[src/rtl/bram_stream_reader_pkg.sv]
// Shared defaults and FSM encoding for the coefficient BRAM stream reader.
package bram_stream_reader_pkg;

    localparam int DEF_DATA_W = 12;
    localparam int DEF_ADDR_W = 4;

    typedef enum logic [1:0] {
        IDLE  = 2'd0,
        READ  = 2'd1,
        DRAIN = 2'd2
    } state_t;

endpackage

[src/rtl/bram_stream_reader_if.sv]
// Valid/ready coefficient stream leaving the reader.
interface bram_stream_reader_if
    import bram_stream_reader_pkg::*;
#(
    parameter int DATA_W = DEF_DATA_W
) ();

    logic              m_valid;
    logic [DATA_W-1:0] m_data;
    logic              m_last;
    logic              m_ready;

    modport master (
        output m_valid,
        output m_data,
        output m_last,
        input  m_ready
    );

    modport slave (
        input  m_valid,
        input  m_data,
        input  m_last,
        output m_ready
    );

endinterface

[src/rtl/bram_stream_reader_stream_skid2.sv]
// Two-entry FIFO holding {last, data}; head is a register so the stream
// outputs never depend combinationally on the sink's ready.
module stream_skid2
    import bram_stream_reader_pkg::*;
#(
    parameter int W = DEF_DATA_W + 1
) (
    input  logic         clk,
    input  logic         reset_n,
    input  logic         push,
    input  logic         pop,
    input  logic [W-1:0] din,
    output logic [1:0]   occ,
    output logic [W-1:0] head
);

    logic [1:0]   occ_q;
    logic [W-1:0] head_q;
    logic [W-1:0] tail_q;

    assign occ  = occ_q;
    assign head = head_q;

    always_ff @(posedge clk or negedge reset_n) begin
        if (!reset_n) begin
            occ_q  <= 2'd0;
            head_q <= '0;
            tail_q <= '0;
        end else begin
            case ({push, pop})
                2'b10: begin
                    if (occ_q == 2'd0) head_q <= din;
                    else               tail_q <= din;
                    occ_q <= occ_q + 2'd1;
                end
                2'b01: begin
                    if (occ_q == 2'd2) head_q <= tail_q;
                    occ_q <= occ_q - 2'd1;
                end
                2'b11: begin
                    if (occ_q == 2'd1) begin
                        head_q <= din;
                    end else begin
                        head_q <= tail_q;
                        tail_q <= din;
                    end
                end
                default: ;
            endcase
        end
    end

endmodule

[src/rtl/bram_stream_reader.sv]
// Sweeps a contiguous BRAM address range and streams the words out with
// full backpressure, absorbing the bank's one-cycle read latency.
module bram_stream_reader
    import bram_stream_reader_pkg::*;
#(
    parameter int DATA_W = DEF_DATA_W,
    parameter int ADDR_W = DEF_ADDR_W
) (
    input  logic              clk,
    input  logic              reset_n,
    input  logic              start,
    input  logic [ADDR_W-1:0] start_addr,
    input  logic [ADDR_W-1:0] len_m1,
    output logic [ADDR_W-1:0] raddr,
    input  logic [DATA_W-1:0] bram_dout,
    bram_stream_reader_if.master m,
    output logic              busy,
    output logic              done
);

    state_t            state;
    state_t            state_n;
    logic [ADDR_W-1:0] addr;
    logic [ADDR_W-1:0] raddr_q;
    logic [ADDR_W:0]   remaining;
    logic              inflight;
    logic              inflight_last;
    logic              issue;
    logic              issue_ok;
    logic              final_issue;
    logic              pop;
    logic [1:0]        occ;
    logic [DATA_W:0]   head;
    logic [2:0]        load;

    assign pop      = m.m_valid & m.m_ready;
    assign m.m_valid = (occ != 2'd0);
    assign m.m_data  = head[DATA_W-1:0];
    assign m.m_last  = head[DATA_W];
    assign busy      = (state != IDLE);

    // Credit: words buffered plus the one in the bank pipe must leave room.
    assign load        = {1'b0, occ} + {2'b00, inflight};
    assign issue_ok    = load < (3'd2 + {2'b00, pop});
    assign final_issue = (remaining == {{ADDR_W{1'b0}}, 1'b1});
    assign raddr       = issue ? addr : raddr_q;

    always_comb begin
        state_n = state;
        issue   = 1'b0;
        unique case (state)
            IDLE: begin
                if (start) state_n = READ;
            end
            READ: begin
                if (issue_ok) begin
                    issue = 1'b1;
                    if (final_issue) state_n = DRAIN;
                end
            end
            DRAIN: begin
                if (pop && m.m_last) state_n = IDLE;
            end
            default: state_n = IDLE;
        endcase
    end

    always_ff @(posedge clk or negedge reset_n) begin
        if (!reset_n) begin
            state         <= IDLE;
            addr          <= '0;
            raddr_q       <= '0;
            remaining     <= '0;
            inflight      <= 1'b0;
            inflight_last <= 1'b0;
            done          <= 1'b0;
        end else begin
            state         <= state_n;
            inflight      <= issue;
            inflight_last <= issue & final_issue;
            done          <= (state == DRAIN) & pop & m.m_last;
            if (state == IDLE && start) begin
                addr      <= start_addr;
                remaining <= {1'b0, len_m1} + {{ADDR_W{1'b0}}, 1'b1};
            end else if (issue) begin
                addr      <= addr + {{(ADDR_W-1){1'b0}}, 1'b1};
                remaining <= remaining - {{ADDR_W{1'b0}}, 1'b1};
                raddr_q   <= addr;
            end
        end
    end

    stream_skid2 #(
        .W(DATA_W + 1)
    ) u_skid (
        .clk     (clk),
        .reset_n (reset_n),
        .push    (inflight),
        .pop     (pop),
        .din     ({inflight_last, bram_dout}),
        .occ     (occ),
        .head    (head)
    );

endmodule

[src/flat_wrapper.sv]
// flat-port wrapper written by rule: the top's interface ports become plain ports
module bram_stream_reader_flat import bram_stream_reader_pkg::*;
#(
    parameter int DATA_W = DEF_DATA_W,
    parameter int ADDR_W = DEF_ADDR_W
)
  (clk, reset_n, start, start_addr, len_m1, raddr, bram_dout, busy, done, m_m_valid, m_m_data, m_m_last, m_m_ready);
  bram_stream_reader_if #(.DATA_W(DATA_W)) m_i ();
  input  logic clk;
  input  logic reset_n;
  input  logic start;
  input  logic [ADDR_W-1:0] start_addr;
  input  logic [ADDR_W-1:0] len_m1;
  output logic [ADDR_W-1:0] raddr;
  input  logic [DATA_W-1:0] bram_dout;
  output logic busy;
  output logic done;
  output wire logic [$bits(m_i.m_valid)-1:0] m_m_valid;
  output wire logic [$bits(m_i.m_data)-1:0] m_m_data;
  output wire logic [$bits(m_i.m_last)-1:0] m_m_last;
  input wire logic [$bits(m_i.m_ready)-1:0] m_m_ready;
  assign m_m_valid = m_i.m_valid;
  assign m_m_data = m_i.m_data;
  assign m_m_last = m_i.m_last;
  assign m_i.m_ready = m_m_ready;
  bram_stream_reader #(.DATA_W(DATA_W), .ADDR_W(ADDR_W)) u_core (.clk(clk), .reset_n(reset_n), .start(start), .start_addr(start_addr), .len_m1(len_m1), .raddr(raddr), .bram_dout(bram_dout), .m(m_i), .busy(busy), .done(done));
endmodule
[config.mk]
export PLATFORM = sky130hd
export DESIGN_NAME = bram_stream_reader_flat
export DESIGN_NICKNAME = d
export VERILOG_FILES = /design/src/rtl/bram_stream_reader_pkg.sv /design/src/rtl/bram_stream_reader_if.sv /design/src/rtl/bram_stream_reader_stream_skid2.sv /design/src/rtl/bram_stream_reader.sv /design/src/flat_wrapper.sv
export SDC_FILE = /design/constraint.sdc
export NUM_CORES = 1
export LEC_CHECK = 0
export CORE_ASPECT_RATIO = 0.8
export CORE_MARGIN = 1
export CORE_UTILIZATION = 45
export DETAILED_ROUTE_END_ITERATION = 7
export HOLD_SLACK_MARGIN = 0.12
export PLACE_DENSITY = 0.83
export SLEW_MARGIN = 5
export SYNTH_ARGS = -nofsm -noshare
export SYNTH_HDL_FRONTEND = slang
export SYNTH_SLANG_ARGS = --single-unit
[constraint.sdc]
create_clock -name clk -period 6.37 [get_ports clk]
set_input_delay 0.9555 -clock clk [delete_from_list [all_inputs] [get_ports clk]]
set_output_delay 0.9555 -clock clk [all_outputs]
set_load 0.03 [all_outputs]
; ---- Word level (Yosys, flattened, before mapping)
; Cells that the tools add are included.
[totals]
in_bits = 24
wordCells = 71
ff_bits = 46
[classes]
reduce_logical = 13
bitwise_logic = 4
eq_ne = 16
n_lt_le_gt_ge = 1
addsub = 7
muxes = 20
[op_table]
columns = op, count
row1 = $mux W13, 5
row2 = $pmux W13 S3, 1
row3 = $pmux W13 S2, 1
row4 = $mux W4, 3
row5 = $mux W5, 2
row6 = $ne A2 B2 Y1 const B, 5
row7 = $reduce_bool A2 Y1, 5
row8 = $eq A2 B2 Y1 const B, 4
row9 = $mux W2, 4
row10 = $eq A2 B1 Y1 const B, 3
row11 = $ne A2 B1 Y1 const B, 3
row12 = $pmux W2 S3, 1
row13 = $reduce_and A3 Y1, 2
row14 = $add A4 B1 Y5 const B, 1
row15 = $eq A5 B1 Y1 const B, 1
row16 = $sub A5 B1 Y5 const B, 1
row17 = $add A4 B1 Y4 const B, 1
row18 = $and A1 B1 Y1, 4
row19 = $logic_not A2 Y1, 2
row20 = $pmux W2 S2, 1
row21 = $reduce_and A4 Y1, 1
row22 = $add A2 B1 Y3, 1
row23 = $add A2 B1 Y3 const A, 1
row24 = $lt A3 B3 Y1, 1
row25 = 5 further kinds, 7

; ---- Depth between registers and ports, before layout
[depth]
depth_word = 8
depth_mapped = 10
ltp_nobuf = 9

; ---- Modules after synthesis
; Synthesis repeated with hierarchy kept, for this count alone.
[hier_totals]
hier_cells = 229
hier_area_um2 = 2422.3
[by_module_without_submodules]
columns = module, n_inst, area_per_inst_um2, cells_each
row1 = stream_skid2, 1, 1395.1, 129
row2 = bram_stream_reader, 1, 1027.2, 100

; ---- Worst setup path after synthesis
; Ideal clock, no wire load.
[synth_path]
kind = input port to output port
start = input m_m_ready
end = output raddr[0]
arrival_ps = 2141
path_stages = 5
n_path_buf = 1
setup_slack_ps = 3274
t_required_ps = 5414
path_cell_list = or3b_4 -> a211o_1 -> buf_2 -> nand2_1 -> nand2_1
[synth_via]
elab_chain_cells = 6
[synth_lines]
columns = item, line_no
row1 = "start, declared", flat_wrapper.sv:21  ; input wire logic [$bits(m_i.m_ready)-1:0] m_m_ready;
row2 = $and A1 B1 Y1, bram_stream_reader.sv:36  ; assign pop = m.m_valid & m.m_ready;
row3 = $add A2 B1 Y3, bram_stream_reader.sv:44  ; assign issue_ok = load < (3'd2 + {2'b00, pop});
row4 = $lt A3 B3 Y1, bram_stream_reader.sv:44
row5 = $mux W1, bram_stream_reader.sv:56  ; if (issue_ok) begin
row6 = $mux W1, bram_stream_reader.sv:51  ; unique case (state)
row7 = $mux W4, bram_stream_reader.sv:46  ; assign raddr = issue ? addr : raddr_q;
row8 = "end, declared", flat_wrapper.sv:14  ; output logic [ADDR_W-1:0] raddr;
; No other way between the ends.

; ---- Final worst setup path
[layout_path]
start = input m_m_ready
end = output raddr[2]
[layout_via]
elab_chain_cells = 6
[layout_lines]
columns = item, line_no
row1 = $and A1 B1 Y1, bram_stream_reader.sv:36
row2 = $add A2 B1 Y3, bram_stream_reader.sv:44
row3 = $lt A3 B3 Y1, bram_stream_reader.sv:44
row4 = $mux W1, bram_stream_reader.sv:56
row5 = $mux W1, bram_stream_reader.sv:51
row6 = via u_core.issue, bram_stream_reader.sv:28  ; logic issue;
row7 = $mux W4, bram_stream_reader.sv:46
; The timed path passes the listed nets, and every way through them passes these cells.

==> flow_summary.ini <==
[timing]
worst_clock_skew_ns = 0.00499
slew_violations = 0
finalHoldViolCount = 0
max_freq_ghz = 0.228
setup-tns-final_ns = 0
final_min_period_over_clock_period_pct = 68.9
maxSlewHeadroom_pct = 34.3
holdWs_ns = 0.476
finalCriticalPeriod_ns = 4.39
setup_viol = 0
rsz0062_at_grt = no
tightest_slew_ns = 0.985

[synth]
ys_seq_elements = 46
synthCells = 208
yosysMostFrequentCell = dfrtp_1
synthTopCellsByCount = dfrtp_1 (46), nand2_1 (25), a21oi_1 (20)
ys_seq_area_share_pct = 52.2
synthDominantCellAreaShare_pct = 52.2
syn_area_per_cell_um2 = 10.6
synth_warnings = 0
syn_area_mm2 = 0.00221
async_flop_share_pct = 100
synth_edf_count = 0
synth.distinct_cells = 36
yosysTopAreaCell = dfrtp_1
synthFlopType = dfrtp_1
syn_nets = 244
yosys-top-cells-area = dfrtp_1 (52%), ha_1 (6.8%), mux2_2 (6.6%)

[setup_path]
arrival_ns = 3.44
crit_required_ns = 5.41
crit_path_end_kind = primary output
worstSetupStartpointType = input port
critPathMaxFanout = 15
crit_type = in -> out

[cts]
postCtsHoldBufs = 0
cts_tree = yes
clk_path_buf_depth = 2
cts_setup_buffers = 0
h-tree-depth = 2
clk_latency_ns = 0.29
clockRootBuffer = clkbuf_8
numCtsBuffers = 5
cts_sinks = 46
path_clk_slew_ns = 0.08
cts_resized = 0

[place]
globalplace.congestion = 0.789
placed_cell_area_mm2 = 0.00269
port_buffers = 43
dp_cells = 306
dp_hpwl_um = 3030

[route]
drt_iter0_drc = 81
final_antenna_net_count = 0
viasPerCell = 5.25
drc = 0
drtPass1Iterations = 4
wl_per_cell_um = 13.5
vias = 1647
wirelength_um = 4250

[grt]
antenna_found_initial = 0
grt_pass1_wl_um = 7580
gr-usage-all-layers_pct = 19.1
grt-ovfl-total = 0
grt_max_degree = 47
grt_pass1_vias = 1736

[die]
initial_core_util_pct = 47.4
io_pins = 44
rows = 22
die_x_um = 80.3
dieHeight_um = 64.6
dieArea_mm2 = 0.00519
coreArea_mm2 = 0.00465

[power]
powerDensity_mw_per_mm2 = 609
vdd_drop_max_mv = 0.377
p_clk_share_pct = 12.5
leakagePower_nw = 1.23
p_sw_w = 0.000735
p_seq_share_pct = 31.2
pwr-share-comb_pct = 56.3
p_sw_share_pct = 43.1
p_int_w = 0.000972

[cells_and_area]
syn_to_final_growth_pct = 27.1
diodes = 0
fin_nets = 289
fin_area_mm2 = 0.00280
stdcell_count = 314
layout-drive-gt1-share_pct = 11.4

[run]
maxCapViolCount = 0

[min_path]
hold_path_class = reg -> reg

[run_status]
status = completed
==> cell usage in the layout (no fill, tap or decap), types with 3 or more instances in the layout <==
master and count:
mux2_2 13, o21ai_0 5, ha_1 12, clkdlybuf4s50_1 42
inv_1 9, dfrtp_1 46, clkbuf_8 5, a22oi_1 13
a21oi_1 20, xnor2_1 5, nor2_1 19, nand2_1 25
nor3b_1 3
==> kinds of logic after synthesis <==
logic type               synth area share, %
multiplexers                            7.09
flip-flops                              52.2
AND/OR/NAND/NOR                         13.1
buffers and inverters                   2.95
AO/OA/AOI/OAI                           15.1
XOR/XNOR                                2.78
adder cells (fa/ha/maj)                 6.81
==> metrics by stage <==
stage	worst slack, ns	power (W)	util (%)
6_report	1.98	0.00171	60.3
2_1_floorplan	3.27	0.00120	-
4_1_cts	1.97	0.00172	60.3
5_1_grt	1.85	0.00185	60.3
3_3_place_gp	2.01	0.00147	57.9
3_5_place_dp	1.99	0.00150	57.9
==> sequential cells by signal, summed over array words and instances (netlist names), 2 cells and up <==
signal and count:
u_core.addr 4, u_core.raddr_q 4, u_core.state 2, u_core.u_skid.occ 2
u_core.remaining 5, u_core.u_skid.head 13, u_core.u_skid.tail_q 13
==> layout make-up <==
type                            count  area [um2]
Clock buffer                        6        72.6
Clock inverter                      2        37.5
Fill cell                         409        1850
Inverter                           10        37.5
Multi-Input combinational cell    145         990
Sequential cell                    46        1150
Tap cell                           60        75.1
Timing Repair Buffer               45         440
==> worst max-delay path, cell delays in order <==
cell and delay [ns]:
clkdlybuf4s50_1 0.48, or3b_4 0.41, a211o_1 0.50, clkinv_1 0.25, nand2_1 0.11, nand2_1 0.07, clkdlybuf4s50_1 0.66
==> path summary, 6_finish.rpt <==
kind / start / depth (start not counted) / end / slack [ns]
worst min register to register: u_core.raddr_q[2]$_DFFE_PN0N_ / 2 / u_core.raddr_q[2]$_DFFE_PN0N_ / 0.48
min in group asynchronous: reset_n / 1 / u_core.raddr_q[0]$_DFFE_PN0N_ / 0.81
worst min-delay path: u_core.raddr_q[2]$_DFFE_PN0N_ / 2 / u_core.raddr_q[2]$_DFFE_PN0N_ / 0.48
worst max-delay path: m_m_ready / 7 / raddr[2] / 1.98
max in group asynchronous: reset_n / 1 / u_core.u_skid.tail_q[9]$_DFFE_PN0P_ / 4.95
worst max register to register: u_core.u_skid.occ[0]$_DFFE_PN0P_ / 9 / u_core.u_skid.head[9]$_DFFE_PN0P_ / 3.78
==> per-layer routing <==
metal | routed length (um) | vias to the layer above | global-route usage, %
met5 | 0 | - | 0
met4 | 63 | 0 | 8.71
met3 | 106 | 5 | 3.66
met2 | 1920 | 26 | 29.3
met1 | 2150 | 797 | 26.4
li1 | - | 819 | -
==> power by group through the flow <==
stage,sequential (W),clock [W],combinational (W)
floorplan,0.000600,0,0.000600
global placement,0.000533,0,0.000939
detailed placement,0.000537,0,0.000961
CTS,0.000532,0.000218,0.000969
global route,0.000552,0.000234,0.00106
finish,0.000532,0.000213,0.000961
Note: power is estimated with default switching activity, not from simulation.
